<file path="config.mk">
export PLATFORM = sky130hd
export DESIGN_NAME = latch_tx_serializer
export DESIGN_NICKNAME = d
export VERILOG_FILES = /design/src/rtl/latch_tx_serializer.sv
export SDC_FILE = /design/constraint.sdc
export NUM_CORES = 1
export LEC_CHECK = 0
export CAP_MARGIN = 30
export CORE_ASPECT_RATIO = 1.5
export CORE_UTILIZATION = 35
export DETAILED_ROUTE_END_ITERATION = 12
export GPL_ROUTABILITY_DRIVEN = 0
export SLEW_MARGIN = 20
export SYNTH_ARGS = -nofsm -noshare
export SYNTH_HDL_FRONTEND = slang
export SYNTH_SLANG_ARGS = --single-unit
</file>
<file path="constraint.sdc">
create_clock -name i_clk -period 6.35 [get_ports i_clk]
set_clock_uncertainty 0.15 [all_clocks]
set_input_delay 0.635 -clock i_clk [delete_from_list [all_inputs] [get_ports i_clk]]
set_output_delay 0.635 -clock i_clk [all_outputs]
set_load 0.1 [all_outputs]
</file>
<file path="src/rtl/latch_tx_serializer.sv">
// latch_tx_serializer: snapshots a wide word on request and streams it to
// uart_tx one byte at a time, least-significant byte first, using the
// transmitter's start/done handshake.
// Optional feature macro: LATCH_TX_READY_EN appends an ASCII 'R' (8'h52)
// terminator after the payload, before o_done.
module latch_tx_serializer #(
  parameter int unsigned MAX_BITS = 136,
  parameter int unsigned N        = 8
) (
  input  logic                i_clk,
  input  logic                i_rst,
  input  logic                i_start,
  input  logic [MAX_BITS-1:0] i_data,
  input  logic [4:0]          i_num_bytes,
  input  logic                i_tx_done,
  output logic                o_tx_start,
  output logic [N-1:0]        o_tx_data,
  output logic                o_busy,
  output logic                o_done
);

  localparam logic [4:0] MAX_BYTES = 5'(MAX_BITS / 8);

`ifdef LATCH_TX_READY_EN
  localparam logic [N-1:0] TERM_BYTE = N'(8'h52);
`endif

  typedef enum logic [2:0] {
    S_IDLE,
    S_LOAD,
    S_WAIT,
`ifdef LATCH_TX_READY_EN
    S_TERM,
    S_TWAIT,
`endif
    S_DONE
  } state_t;

  state_t              state_q, state_d;
  logic [MAX_BITS-1:0] shift_q;
  logic [4:0]          cnt_q;
  logic [4:0]          req_cnt;

  // Requested byte count, clamped to the snapshot width.
  always_comb begin
    req_cnt = (i_num_bytes > MAX_BYTES) ? MAX_BYTES : i_num_bytes;
  end

  // State register.
  always_ff @(posedge i_clk or posedge i_rst) begin
    if (i_rst) begin
      state_q <= S_IDLE;
    end else begin
      state_q <= state_d;
    end
  end

  // Snapshot shift register and remaining-byte counter.
  always_ff @(posedge i_clk or posedge i_rst) begin
    if (i_rst) begin
      shift_q <= '0;
      cnt_q   <= '0;
    end else if (state_q == S_IDLE && i_start) begin
      shift_q <= i_data;
      cnt_q   <= req_cnt;
    end else if (state_q == S_WAIT && i_tx_done) begin
      shift_q <= shift_q >> N;
      cnt_q   <= cnt_q - 5'd1;
    end
  end

  // Next-state logic and Moore outputs.
  always_comb begin
    state_d    = state_q;
    o_tx_start = 1'b0;
    o_tx_data  = shift_q[N-1:0];
    o_busy     = (state_q != S_IDLE);
    o_done     = 1'b0;
    case (state_q)
      S_IDLE: begin
        if (i_start) begin
          if (req_cnt == '0) begin
`ifdef LATCH_TX_READY_EN
            state_d = S_TERM;
`else
            state_d = S_DONE;
`endif
          end else begin
            state_d = S_LOAD;
          end
        end
      end
      S_LOAD: begin
        o_tx_start = 1'b1;
        state_d    = S_WAIT;
      end
      S_WAIT: begin
        if (i_tx_done) begin
          if (cnt_q == 5'd1) begin
`ifdef LATCH_TX_READY_EN
            state_d = S_TERM;
`else
            state_d = S_DONE;
`endif
          end else begin
            state_d = S_LOAD;
          end
        end
      end
`ifdef LATCH_TX_READY_EN
      S_TERM: begin
        o_tx_start = 1'b1;
        o_tx_data  = TERM_BYTE;
        state_d    = S_TWAIT;
      end
      S_TWAIT: begin
        o_tx_data = TERM_BYTE;
        if (i_tx_done) begin
          state_d = S_DONE;
        end
      end
`endif
      S_DONE: begin
        o_done  = 1'b1;
        state_d = S_IDLE;
      end
      default: begin
        state_d = S_IDLE;
      end
    endcase
  end

endmodule
</file>
Word level (Yosys, flattened, before mapping)
Index checks and enable logic that the tools add are counted.

Word-level logic and storage cells: 30. Memories kept: 0. Bits in registers: 144. Bits in read-only memories: 0. Latch bits: 0. Memory bits (writable): 0.

$add $sub $neg: 1. Multipliers: 0. Reduce and logical (&&, ||, !) cells: 7. Divide/modulo/power cells: 0. Muxes and demuxes: 12. Shift operators: 0. Eq/ne operators: 6. Magnitude comparators: 1. Bitwise operators: 0.

Operators by type and width (number): 136-bit 2-to-1 mux (2); 5-bit 2-to-1 mux (3); 3-bit case mux with 3 select lines (1); 3-bit by 2-bit == test with 1-bit output (second input constant) (2); 3-bit 2-to-1 mux (2); 5-bit by 1-bit == test with 1-bit output (second input constant) (1); 5-bit > comparator (second input constant) (1); 5-bit zero test (1); 5-bit by 1-bit subtractor with 5-bit output (second input constant) (1); 2-bit 2-to-1 mux (2); 2-bit inequality test (second input constant) (2); 3-bit by 1-bit == test with 1-bit output (second input constant) (1); 3-bit zero test (1); 3-bit nonzero test (1); 1-bit logical AND (2); 1-bit 2-to-1 mux (2); 2-bit AND reduction (1); 2-bit nonzero test (1).

Logic depth before layout (Yosys ltp)
Gate-level depths: netlist of the first run.

Depth in word-level cells: 6. Depth in mapped cells: 7. Mapped depth without buffers: 5.

Worst setup path before layout of the first run
OpenSTA, ideal clock, no wires.

Path type: flip-flop to output port. Start: register state_q[1]. End: output port o_tx_start. Path slack: 3725 ps. Arrival time: 1840 ps. Path buffers: 1. Cell stages (with the launch flop): 3. Path through: dfrtp_1 -> buf_4 -> nor2b_1.

Longest elaborated chain between the ends: 2.

Ends and longest elaborated chain: from (decl) (RTL line 39) `state_t state_q, state_d;`; from (signal assigned) (RTL line 54) `state_q <= state_d;`; 3-bit by 1-bit == test with 1-bit output (RTL line 79) `case (state_q)`; 1-bit 2-to-1 mux (RTL line 79); to (decl) (RTL line 16) `output logic o_tx_start,`.

Every way passes these cells.

Worst setup path after layout of the first run
Start: register state_q[1]. End: output port o_busy.

Longest elaborated chain between the ends: 1.

Ends and longest elaborated chain: 3-bit nonzero test (RTL line 77) `o_busy = (state_q != S_IDLE);`; to (decl) (RTL line 18) `output logic o_busy,`.

Every way passes these cells.

==> results.py, run 1 <==
metrics = {
    "run_status": {
        "status": "finished, final reports clean",
    },
    "worst_setup_path": {
        "cp-start-kind": "register",
        "worst-endpoint-required_ns": 5.56,
        "rr_worst_depth": 5,
        "critical_path_arrival_ns": 2.24,
        "cp_max_fo": 9,
        "crit_type": "register to primary output",
        "worstReg2RegEnd": "cnt_q[2]$_DFFE_PP0P_",
        "r2r_setup_slack_ns": 3.58,
        "r2r-start": "state_q[0]$_DFFE_PP0P_",
        "crit_path_end_kind": "primary output",
    },
    "finish": {
        "layout_commonest_cell": "clkdlybuf4s50_1",
        "final_cells": 993,
        "nets": 910,
        "nFillCells": 1648,
        "multiInputGateArea_um2": 2455,
        "drive_above_1_share_pct": 5.806,
        "seqCellArea_um2": 3578,
        "syn_to_final_growth_pct": 33.75,
        "final_cell_mix": "clkdlybuf4s50_1, dfrtp_1, nand2_1",
    },
    "sta": {
        "tns_ns": 0,
        "post-route-period-util_pct": 47.58,
        "slew_viol_final": 0,
        "maxSlewHeadroom_pct": 34.76,
        "max_freq_mhz": 331.0,
        "fin_crit_ns": 3.021,
        "worstMarginPinSlew_ns": 0.9755,
        "rsz0062_at_grt": "false",
        "setup_viol": 0,
        "hold_viol": 0,
    },
    "global_routing": {
        "grt_usage_pct": 19.50,
        "grt_max_degree": 78,
        "grt_pass1_wl_um": 28880,
        "antenna_found_initial": 1,
        "grt_pass1_vias": 5635,
        "grt_overflow": 0,
    },
    "clocking": {
        "postCtsSetupBuffers": 0,
        "cts_sinks": 143,
        "root_buffer": "clkbuf_16",
        "post_cts_resized": 0,
        "clockBufferDepth": 2,
        "holdBufCountCts": 0,
        "clk_latency_ns": 0.40,
        "cts_made_buffers": 17,
        "htreeDepth": 4,
        "cts_tree": "built",
        "path_clk_slew_ns": 0.06,
    },
    "synth": {
        "ys_seq_area_share_pct": 55.60,
        "ys_types": 39,
        "synth_fp_nets": 797,
        "yosys_warnings": 0,
        "syn_area_um2": 6436,
        "avgSynthCellArea_um2": 9.902,
        "ys_ff_latch": 143,
        "synthesis.instances": 650,
    },
    "pwr": {
        "cellLeakagePower_nw": 3.970,
        "ir_worst_vdd_mv": 0.2088,
        "power_density_nw_per_um2": 486.5,
    },
    "route": {
        "drc_errors": 0,
        "postRouteAntennaNets": 0,
        "via_count": 5524,
        "vias_per_cell": 5.563,
        "drt_iter0_drc": 544,
        "finalWirelength_um": 18240,
        "drt_pre_antenna_iters": 5,
        "post_drt_wl_per_cell_um": 18.37,
    },
    "placed_design": {
        "io_buffers": 155,
        "placed_cells": 960,
        "dp_hpwl_um": 11900,
    },
    "floorplanning": {
        "die_w_um": 112.7,
        "initial_core_util_pct": 35.87,
        "core_area_um2": 17940,
        "dieArea_um2": 18950,
        "rows": 60,
        "fp.dieH_um": 168.1,
        "pin_count": 156,
    },
    "min_path": {
        "min_path_cells": 1,
        "worstHoldEndpoint": "cnt_q[4]$_DFFE_PP0P_",
        "min-delay-path-class": "register to register",
        "hp-start": "cnt_q[4]$_DFFE_PP0P_",
    },
    "flow_run": {
        "drv_cap": 0,
    },
}
[power breakdown]
| part | leakage, nW | internal [W] | total (W) | switching (W) |
|---|---|---|---|---|
| registers | 1.77 | 0.00135 | 0.00163 | 0.000273 |
| logic | 1.89 | 0.000546 | 0.00150 | 0.000958 |
| clock network | 0.304 | 0.000684 | 0.00106 | 0.000372 |
| total | 3.97 | 0.00259 | 0.00419 | 0.00160 |
[synthesized netlist by cell type (all sizes together)]
cell type  count  area (µm²)
a21o           1       7.510
nand2b         1       6.260
a21oi          1       5.000
ha             2       25.02
nor3b          2       26.28
nor2b          2       12.51
o221a          1       11.26
nand3        126       630.6
o31ai          1       7.510
and2           2       12.51
a22oi        126       945.9
clkbuf        22       82.58
and3           1       6.260
nor3           4       20.02
o211ai         1       7.510
a311o          1       10.01
or3            1       6.260
xnor2          1       8.760
and3b          1       8.760
a32o           1       10.01
o22ai          1       6.260
a21boi         1       7.510
o31a           1       8.760
dfrtp        143        3578
a22o           8       70.07
inv            6       22.52
nand3b         4       30.03
nand2        130       488.0
a31oi          4       25.02
nor2           5       26.27
mux2i          1       10.01
buf           47       304.0
or3b           1       8.760
[critical path: stages (launching register included)]
cell	delay [ns]
dfrtp_1	0.52
nor2_1	0.14
inv_1	0.07
clkdlybuf4s50_1	1.12
[registers in the layout (all words and copies together), names as in the netlist]
| register | cells |
|---|---|
| cnt_q | 5 |
| state_q | 2 |
| shift_q | 136 |
[layout make-up]
type	count	share of cell area, %
Sequential cell	143	41.57
Multi-Input combinational cell	432	28.52
Timing Repair Buffer	163	19.10
Clock buffer	20	5.422
Tap cell	217	3.154
Clock inverter	11	1.890
Inverter	6	0.3198
Antenna cell	1	0.02907
[per-stage QoR]
step / instance area [µm²] / hold WS [ns] / utilization (%) / power (W) / worst slack [ns]
floorplan: 6436 / 0.3001 / - / 0.002776 / 1.727
global placement: 7929 / 0.3154 / 44.19 / 0.003074 / 3.089
CTS: 8586 / 0.3377 / 47.85 / 0.004208 / 3.312
detailed placement: 7956 / 0.3254 / 44.34 / 0.003135 / 3.001
global route: 8608 / 0.3683 / 47.98 / 0.004457 / 3.238
finish: 8608 / 0.3416 / 47.98 / 0.004188 / 3.329
[per-layer routing]
| layer | global-route usage [%] | share of wire (%) |
|---|---|---|
| met5 | 0 | 0 |
| met3 | 2.952 | 4.3 |
| met1 | 23.97 | 41 |
| met4 | 9.159 | 3.0 |
| met2 | 33.47 | 52 |
[cells by family (layout without fill, tap and decap cells)]
family	after synthesis	after routing	share of synthesized area, %
buf+inv	75	200	6.357
xor+xnor	1	1	0.1361
flops	143	143	55.60
fa+ha+maj	2	2	0.3887
mux	1	1	0.1555
compound gates	148	148	17.44
simple gates	280	280	19.93
other cells	0	1	0
[worst max path at each step]
stage                               end  slack, ns  cells past startpoint              startpoint
2_1_floorplan      cnt_q[0]$_DFFE_PP0P_       1.73                      1                   i_rst
3_3_place_gp       cnt_q[2]$_DFFE_PP0P_       3.09                      6               i_tx_done
3_5_place_dp   shift_q[128]$_DFFE_PP0P_       3.00                      5               i_tx_done
4_1_cts                          o_busy       3.31                      3  state_q[1]$_DFFE_PP0P_
5_1_grt                          o_busy       3.24                      3  state_q[1]$_DFFE_PP0P_
6_report                         o_busy       3.33                      3  state_q[1]$_DFFE_PP0P_
Power figures use the tool's default switching activity.
==> run 2, diff against run 1 <==
Clock period 6.35 ns to 2.7 ns, I/O delays scaled along.
==> results.py, run 2 (same netlist as run 1, synthesis figures left out) <==
metrics = {
    "clocking": {
        "path_clk_slew_ns": 0.07,
        "post_cts_resized": 0,
        "clk_latency_ns": 0.41,
        "clockBufferDepth": 2,
        "postCtsSetupBuffers": 0,
        "cts_made_buffers": 17,
        "htreeDepth": 4,
        "cts_sinks": 143,
        "root_buffer": "clkbuf_16",
        "cts_tree": "built",
        "holdBufCountCts": 0,
    },
    "finish": {
        "largest_reg_flops": 136,
        "antenna_cells": 0,
        "nets": 918,
        "nFillCells": 1643,
        "final_cell_mix": "clkdlybuf4s50_1, dfrtp_1, nand2_1",
        "drive_above_1_share_pct": 8.291,
        "top_register": "shift_q",
        "layout_commonest_cell": "clkdlybuf4s50_1",
        "top_regs": "shift_q: 136 flops, cnt_q: 5 flops, state_q: 2 flops",
        "seqCellArea_um2": 3578,
        "multiInputGateArea_um2": 2455,
        "final_area_um2": 8700,
        "syn_to_final_growth_pct": 35.17,
    },
    "route": {
        "postRouteAntennaNets": 0,
        "drt_pre_antenna_iters": 7,
        "drt_iter0_drc": 614,
        "drc_errors": 0,
        "post_drt_wl_per_cell_um": 18.75,
        "vias_per_cell": 5.584,
        "via_count": 5590,
        "finalWirelength_um": 18770,
    },
    "floorplanning": {
        "pin_count": 156,
        "rows": 60,
        "core_area_um2": 17940,
        "initial_core_util_pct": 35.87,
        "fp.dieH_um": 168.1,
        "dieArea_um2": 18950,
        "die_w_um": 112.7,
    },
    "global_routing": {
        "grt_pass1_wl_um": 29730,
        "grt_overflow": 0,
        "grt_pass1_vias": 5652,
        "grt_usage_pct": 20.21,
        "grt_max_degree": 61,
        "antenna_found_initial": 0,
    },
    "worst_setup_path": {
        "cp_max_fo": 52,
        "cp-start-kind": "register",
        "crit_path_end_kind": "register",
        "worst-endpoint-required_ns": 2.91,
        "crit_type": "register to register",
        "critical_path_arrival_ns": 2.22,
    },
    "sta": {
        "max_freq_mhz": 495.6,
        "maxSlewHeadroom_pct": 49.45,
        "slew_viol_final": 0,
        "hold_viol": 0,
        "tns_ns": 0,
        "post-route-period-util_pct": 74.73,
        "fin_crit_ns": 2.018,
        "rsz0062_at_grt": "false",
        "worstMarginPinSlew_ns": 0.7574,
        "setup_viol": 0,
    },
    "placed_design": {
        "io_buffers": 155,
        "placed_area_um2": 8125,
        "dp_hpwl_um": 12570,
    },
    "pwr": {
        "cellLeakagePower_nw": 4.035,
        "ir_worst_vdd_mv": 0.5060,
        "power_density_nw_per_um2": 1127,
    },
    "flow_run": {
        "drv_cap": 0,
    },
    "run_status": {
        "status": "finished, final reports clean",
    },
    "min_path": {
        "min-delay-path-class": "input port to asynchronous set/reset pin",
    },
}
==> run 2: cell count changes in the layout (fill, tap and decap cells not counted), sizes merged <==
cell	change
buf	+19
bufinv	-3
clkbuf	-3
inv	+7
clkdlybuf4s50	-11
diode	-1
==> run 2: final cells by class <==
| class | instances | share of cell area (%) |
|---|---|---|
| tap | 217 | 3.121 |
| clock inverter | 15 | 1.711 |
| timing repair buffer | 171 | 20.62 |
| clock buffer | 17 | 4.890 |
| inverter | 6 | 0.3020 |
| multi-input combinational | 432 | 28.22 |
| sequential | 143 | 41.13 |
==> run 2: power by group <==
group | internal, W | total [W] | switching (W)
clock network | 0.00130 | 0.00227 | 0.000978
registers | 0.00319 | 0.00383 | 0.000643
logic | 0.00139 | 0.00370 | 0.00231
total | 0.00587 | 0.00980 | 0.00393
==> run 2: path summary, 6_finish.rpt <==
check,from,to,slack [ns],cells after the start
min,i_rst,shift_q[33]$_DFFE_PP0P_,0.02,2
min reg2reg,cnt_q[4]$_DFFE_PP0P_,cnt_q[4]$_DFFE_PP0P_,0.34,1
max in group asynchronous,i_rst,shift_q[107]$_DFFE_PP0P_,1.79,3
min in group i_clk,i_data[17],shift_q[17]$_DFFE_PP0P_,0.30,3
max reg2reg,state_q[1]$_DFFE_PP0P_,shift_q[90]$_DFFE_PP0P_,0.68,4
max,state_q[1]$_DFFE_PP0P_,shift_q[90]$_DFFE_PP0P_,0.68,4
==> run 2: routing by layer <==
layer	part of all wire, %	wire length [µm]	track usage [%]	vias up
li1	-	-	-	2583
met1	40	7538	24.75	2780
met2	53	9936	34.94	203
met3	4.5	844	3.996	24
met4	2.4	446	7.710	0
met5	0	0	0	-
==> run 2: through the flow <==
stage / total power (W) / util, % / hold WS (ns) / worst slack, ns / cells
2_1_floorplan: 0.006529 / - / 0.2481 / 0.4400 / 650
4_1_cts: 0.009856 / 48.49 / 0.01855 / 0.6791 / 1001
5_1_grt: 0.01046 / 48.49 / 0.01658 / 0.5699 / 1001
3_3_place_gp: 0.007400 / 45.29 / 0.3092 / 0.4597 / 969
6_report: 0.009803 / 48.49 / 0.01507 / 0.6823 / 1001
3_5_place_dp: 0.007539 / 45.29 / 0.3203 / 0.4631 / 969
==> run 2: critical path: stages (launching register included) <==
cell	delay, ns
dfrtp_1	0.53
or3b_4	0.64
buf_4	0.40
nand3_1	0.13
nand2_1	0.08
